==> src/rtl/count_seq_monitor_pkg.sv <==
// Shared state encoding, counter-sequence constants and the mod-4 successor
// helper for the count_seq_monitor slice.
package count_seq_monitor_pkg;

   typedef enum logic [1:0] {
      ST_IDLE    = 2'd0,
      ST_ACQUIRE = 2'd1,
      ST_TRACK   = 2'd2
   } state_e;

   localparam logic [1:0] SEQ_FIRST = 2'b00;
   localparam logic [1:0] SEQ_LAST  = 2'b11;

   function automatic logic [1:0] next_val(input logic [1:0] q);
      return (q == SEQ_LAST) ? SEQ_FIRST : q + 2'd1;
   endfunction

endpackage

==> src/rtl/count_seq_monitor_sat_counter.sv <==
// Saturating up-counter with clear; a simultaneous increment beats the clear,
// so clr & inc leaves the count at 1.
module sat_counter #(
   parameter int unsigned W = 4
) (
   input  logic         clk,
   input  logic         reset,
   input  logic         inc,
   input  logic         clr,
   output logic [W-1:0] cnt
);

   logic [W-1:0] cnt_q, cnt_d;

   always_comb begin
      cnt_d = cnt_q;
      if (clr) begin
         cnt_d = inc ? W'(1) : '0;
      end else if (inc && (cnt_q != '1)) begin
         cnt_d = cnt_q + W'(1);
      end
   end

   always_ff @(posedge clk) begin
      if (!reset) begin
         cnt_q <= '0;
      end else begin
         cnt_q <= cnt_d;
      end
   end

   assign cnt = cnt_q;

endmodule

==> src/rtl/count_seq_monitor.sv <==
// Monitors a 2-bit up-counter: acquires lock, counts tracked wraps, flags errors.
// COUNT_SEQ_MONITOR_WRAP_SAT_EN makes wrap_count saturate instead of rolling over.
module count_seq_monitor
   import count_seq_monitor_pkg::*;
#(
   parameter int unsigned LOCK_LEN = 4,
   parameter int unsigned WRAP_W   = 8,
   parameter int unsigned ERR_W    = 4
) (
   input  logic              clk,
   input  logic              reset,
   input  logic [1:0]        q_in,
   input  logic              valid_in,
   input  logic              err_clr,
   output logic              locked,
   output logic              wrap_pulse,
   output logic [WRAP_W-1:0] wrap_count,
   output logic              err_pulse,
   output logic              err_sticky,
   output logic [ERR_W-1:0]  err_count
);

   state_e     state_q, state_d;
   logic [1:0] exp_q, exp_d;
   logic [3:0] run_q, run_d;
   logic       locked_q, locked_d;
   logic       wrap_pulse_q, wrap_pulse_d;
   logic       err_pulse_q, err_pulse_d;
   logic       err_sticky_q, err_sticky_d;
   logic       wrap_ev, err_ev;

   always_comb begin
      state_d = state_q;
      exp_d   = exp_q;
      run_d   = run_q;
      wrap_ev = 1'b0;
      err_ev  = 1'b0;
      if (valid_in) begin
         exp_d = next_val(q_in);
         case (state_q)
            ST_IDLE: begin
               run_d   = 4'd1;
               state_d = ST_ACQUIRE;
            end
            ST_ACQUIRE: begin
               if (q_in == exp_q) begin
                  run_d = run_q + 4'd1;
                  if ((run_q + 4'd1) == 4'(LOCK_LEN)) state_d = ST_TRACK;
               end else begin
                  run_d = 4'd1;
               end
            end
            ST_TRACK: begin
               if (q_in == exp_q) begin
                  wrap_ev = (q_in == SEQ_FIRST);
               end else begin
                  err_ev  = 1'b1;
                  run_d   = 4'd1;
                  state_d = ST_ACQUIRE;
               end
            end
            default: begin
               run_d   = 4'd0;
               state_d = ST_IDLE;
            end
         endcase
      end
      locked_d     = (state_d == ST_TRACK);
      wrap_pulse_d = wrap_ev;
      err_pulse_d  = err_ev;
      err_sticky_d = err_ev ? 1'b1 : (err_clr ? 1'b0 : err_sticky_q);
   end

   always_ff @(posedge clk) begin
      if (!reset) begin
         state_q      <= ST_IDLE;
         exp_q        <= '0;
         run_q        <= '0;
         locked_q     <= 1'b0;
         wrap_pulse_q <= 1'b0;
         err_pulse_q  <= 1'b0;
         err_sticky_q <= 1'b0;
      end else begin
         state_q      <= state_d;
         exp_q        <= exp_d;
         run_q        <= run_d;
         locked_q     <= locked_d;
         wrap_pulse_q <= wrap_pulse_d;
         err_pulse_q  <= err_pulse_d;
         err_sticky_q <= err_sticky_d;
      end
   end

   sat_counter #(.W(ERR_W)) u_err_cnt (
      .clk   (clk),
      .reset (reset),
      .inc   (err_ev),
      .clr   (err_clr),
      .cnt   (err_count)
   );

`ifdef COUNT_SEQ_MONITOR_WRAP_SAT_EN
   sat_counter #(.W(WRAP_W)) u_wrap_cnt (
      .clk   (clk),
      .reset (reset),
      .inc   (wrap_ev),
      .clr   (1'b0),
      .cnt   (wrap_count)
   );
`else
   logic [WRAP_W-1:0] wrap_cnt_q, wrap_cnt_d;

   always_comb begin
      wrap_cnt_d = wrap_cnt_q;
      if (wrap_ev) wrap_cnt_d = wrap_cnt_q + WRAP_W'(1);
   end

   always_ff @(posedge clk) begin
      if (!reset) begin
         wrap_cnt_q <= '0;
      end else begin
         wrap_cnt_q <= wrap_cnt_d;
      end
   end

   assign wrap_count = wrap_cnt_q;
`endif

   assign locked     = locked_q;
   assign wrap_pulse = wrap_pulse_q;
   assign err_pulse  = err_pulse_q;
   assign err_sticky = err_sticky_q;

endmodule

==> config.mk <==
export PLATFORM = sky130hd
export DESIGN_NAME = count_seq_monitor
export DESIGN_NICKNAME = d
export VERILOG_FILES = /design/src/rtl/count_seq_monitor_pkg.sv /design/src/rtl/count_seq_monitor_sat_counter.sv /design/src/rtl/count_seq_monitor.sv
export SDC_FILE = /design/constraint.sdc
export NUM_CORES = 1
export LEC_CHECK = 0
export CAP_MARGIN = 20
export CORE_ASPECT_RATIO = 1.5
export CORE_MARGIN = 2
export CORE_UTILIZATION = 50
export CTS_CLUSTER_SIZE = 8
export DETAILED_ROUTE_END_ITERATION = 6
export HOLD_SLACK_MARGIN = 0.1
export PLACE_DENSITY = 0.76
export SLEW_MARGIN = 40
export SYNTH_ARGS = -nofsm -noshare
export SYNTH_HDL_FRONTEND = slang
export SYNTH_SLANG_ARGS = --single-unit
==> constraint.sdc <==
create_clock -name clk -period 4.4 [get_ports clk]
set_input_delay 0.66 -clock clk [delete_from_list [all_inputs] [get_ports clk]]
set_output_delay 0.66 -clock clk [all_outputs]
set_load 0.1 [all_outputs]
==> results.cfg <==
[clock_tree]
cts_resized = 0
cts_root_buf = clkbuf_4
cts_buffers = 3
clock_latency_ns = 0.33
ctsHoldBuffers = 0
clkTransAtPathRegs_ns = 0.14
clockBufferDepth = 2
htreeDepth = 1
cts_tree = yes
cts_setup_buffers = 0
cts_sinks = 24

[floorplanning]
floorplan.initialDensity_pct = 52.1
die_area_um2 = 2950
rows = 22
die_x_um = 45.0
io_pins = 22
core_um2 = 2420
dieHeight_um = 65.5

[critical_path]
slowest_stage = clkdlybuf4s50_1
critPathMaxFanout = 15
worstPathRequired_ns = 4.62
cp.buffers_inverters = 1
crit_type = input pin to flip-flop
end_kind = flip-flop
cp_top_family = simple AND/OR/NAND/NOR gates
crit_path_max_incr_delay_ns = 0.80
crit_arrival_ns = 2.48
start_kind = input pin
path_cells = clkdlybuf4s50_1 -> nand4b_1 -> nor4_2 -> nand3_1 -> mux2i_1

[grt]
grt.total_usage_pct = 20.3
grt_pass1_wl_um = 4490
antenna_found_initial = 0
grt_max_degree = 19
overflow = 0
grt_pass1_vias = 1031

[finish]
layout_common_cells = dfxtp_1, buf_2, nor2_1
nets = 173
diodes = 0
fin_area_um2 = 1450
layout_commonest_cell = dfxtp_1
syn2layout_area_growth_pct = 15.3
final_layout_size_suffix_gt1_share_pct = 16.9

[drt]
num_vias = 1074
antenna_left = 0
route.detailed.drc = 0
via_per_inst = 5.84
wl_per_cell_um = 13.7
drt_iter0_drc = 46
wirelength_um = 2510
first_pass_iters = 4

[yosys]
yosys_most_used_dff = dfxtp_1
ys_ff_latch = 24
synth-seq-area-share_pct = 38.1
synth_edf_count = 0
synthCells = 140
post-synth-top-area-fraction_pct = 38.1
syn_nets = 152
synthTopCellsByArea = dfxtp_1, ha_1, xnor2_1
synth_cell_types = 39
yosysTopAreaCell = dfxtp_1
syn_area_um2 = 1260
synth_warnings = 0
async_reset_ff_share_pct = 0
synth.avg_cell_area_um2 = 9.01

[sta]
worstMarginPinSlew_ns = 0.558
timing.final.crit_share_pct = 51.2
period_needed_ns = 2.25
setup_tns_ns = 0
finalSetupViolCount = 0
clock_skew_ns = 0.0101
finalHoldViolCount = 0
maxSlewViolCount = 0
fmax_ghz = 0.444
slew_headroom_pct = 62.8
rsz0062_at_grt = no

[pwr]
clkPwrFrac_pct = 38.0
leakagePower_nw = 0.601
internal_power_mw = 0.327
seqPwrFrac_pct = 52.8
combPwrFrac_pct = 9.1
max-vdd-ir-drop_mv = 0.189
switchingPower_mw = 0.0973
swShare_pct = 22.9
powerDensity_nw_per_um2 = 292

[run]
maxCapViolations = 0

[placed_design]
hpwlAfterDp_um = 1900
port_buffers = 21
dpl_cell_area_um2 = 1400
gp_congestion = 0.812

[status]
status = finished clean

[worst_hold_path]
hold_class = flip-flop to flip-flop
kinds of logic after synthesis:
kind of cell | Yosys count | synth area share, %
DFF | 24 | 38.1
muxes | 6 | 4.76
adders and majority gates | 6 | 5.95
buffers and inverters | 9 | 2.78
AOI/OAI and AO/OA | 28 | 14.6
xor gates and xnor gates | 10 | 8.14
and+or+nand+nor | 57 | 25.7
cell type report:
| class | count | area [um2] |
|---|---|---|
| Sequential cell | 24 | 480 |
| Inverter | 4 | 15.0 |
| Fill cell | 219 | 968 |
| Timing Repair Buffer | 21 | 130 |
| Tap cell | 24 | 30.0 |
| Clock buffer | 3 | 22.5 |
| Clock inverter | 1 | 30.0 |
| Multi-Input combinational cell | 107 | 746 |
Yosys cell counts, types with 2 or more instances:
library cell,n
a21boi_0,2
nor2_1,11
a21oi_1,9
o21ai_0,4
ha_1,6
mux2i_1,6
nand4b_1,2
nor3_1,4
o31ai_1,3
nand3_1,10
a21o_1,2
nand2_1,9
nand2b_1,6
nand3b_1,2
clkbuf_1,4
dfxtp_1,24
xnor2_1,7
and3b_1,3
nor4_1,2
xor2_2,2
nor3b_1,2
inv_1,3
registers in the layout, summed over array words and instances, names as in the netlist:
signal,count
wrap_count,8
state_q,2
run_q,4
err_pulse,1
wrap_pulse,1
locked,1
err_sticky,1
u_err_cnt.cnt,4
exp_q,2
stage by stage:
stage / hold slack, ns / utilization, % / power (mW) / instances / setup slack, ns
final: 0.485 / 60.0 / 0.425 / 184 / 2.15
after global routing: 0.520 / 60.0 / 0.445 / 184 / 2.00
after CTS: 0.490 / 60.0 / 0.430 / 184 / 2.16
after detailed placement: 0.468 / 57.9 / 0.268 / 180 / 1.80
after global placement: 0.457 / 61.2 / 0.267 / 180 / 1.82
after floorplan: 0.491 / - / 0.255 / 140 / 2.47
power by group through the flow:
stage / logic, mW / registers [mW] / clock network [mW]
2_1_floorplan: 0.0275 / 0.227 / 0
3_3_place_gp: 0.0379 / 0.229 / 0
3_5_place_dp: 0.0391 / 0.229 / 0
4_1_cts: 0.0391 / 0.224 / 0.167
5_1_grt: 0.0434 / 0.225 / 0.176
6_report: 0.0387 / 0.224 / 0.162
worst min-delay path: cells and delay by family (launching register included):
family | cells | cell delay (ns)
flops | 1 | 0.33
buf+inv | 1 | 0.05
compound gates | 1 | 0.07
metal layers:
layer	GRT usage, %	vias up	wire (um)
li1	-	541	-
met1	21.2	504	1010
met2	37.5	24	1350
met3	2.75	5	100
met4	9.93	0	51
met5	0	-	0
worst paths after layout:
kind	depth (start not counted)	from	slack, ns	end
worst max-delay path	5	valid_in	2.15	wrap_count[5]
worst min-delay path	2	err_sticky	0.48	err_sticky
worst max register to register	4	exp_q[0]	2.76	run_q[0]
worst min register to register	2	err_sticky	0.48	err_sticky
(Power assumes the default switching activity.)
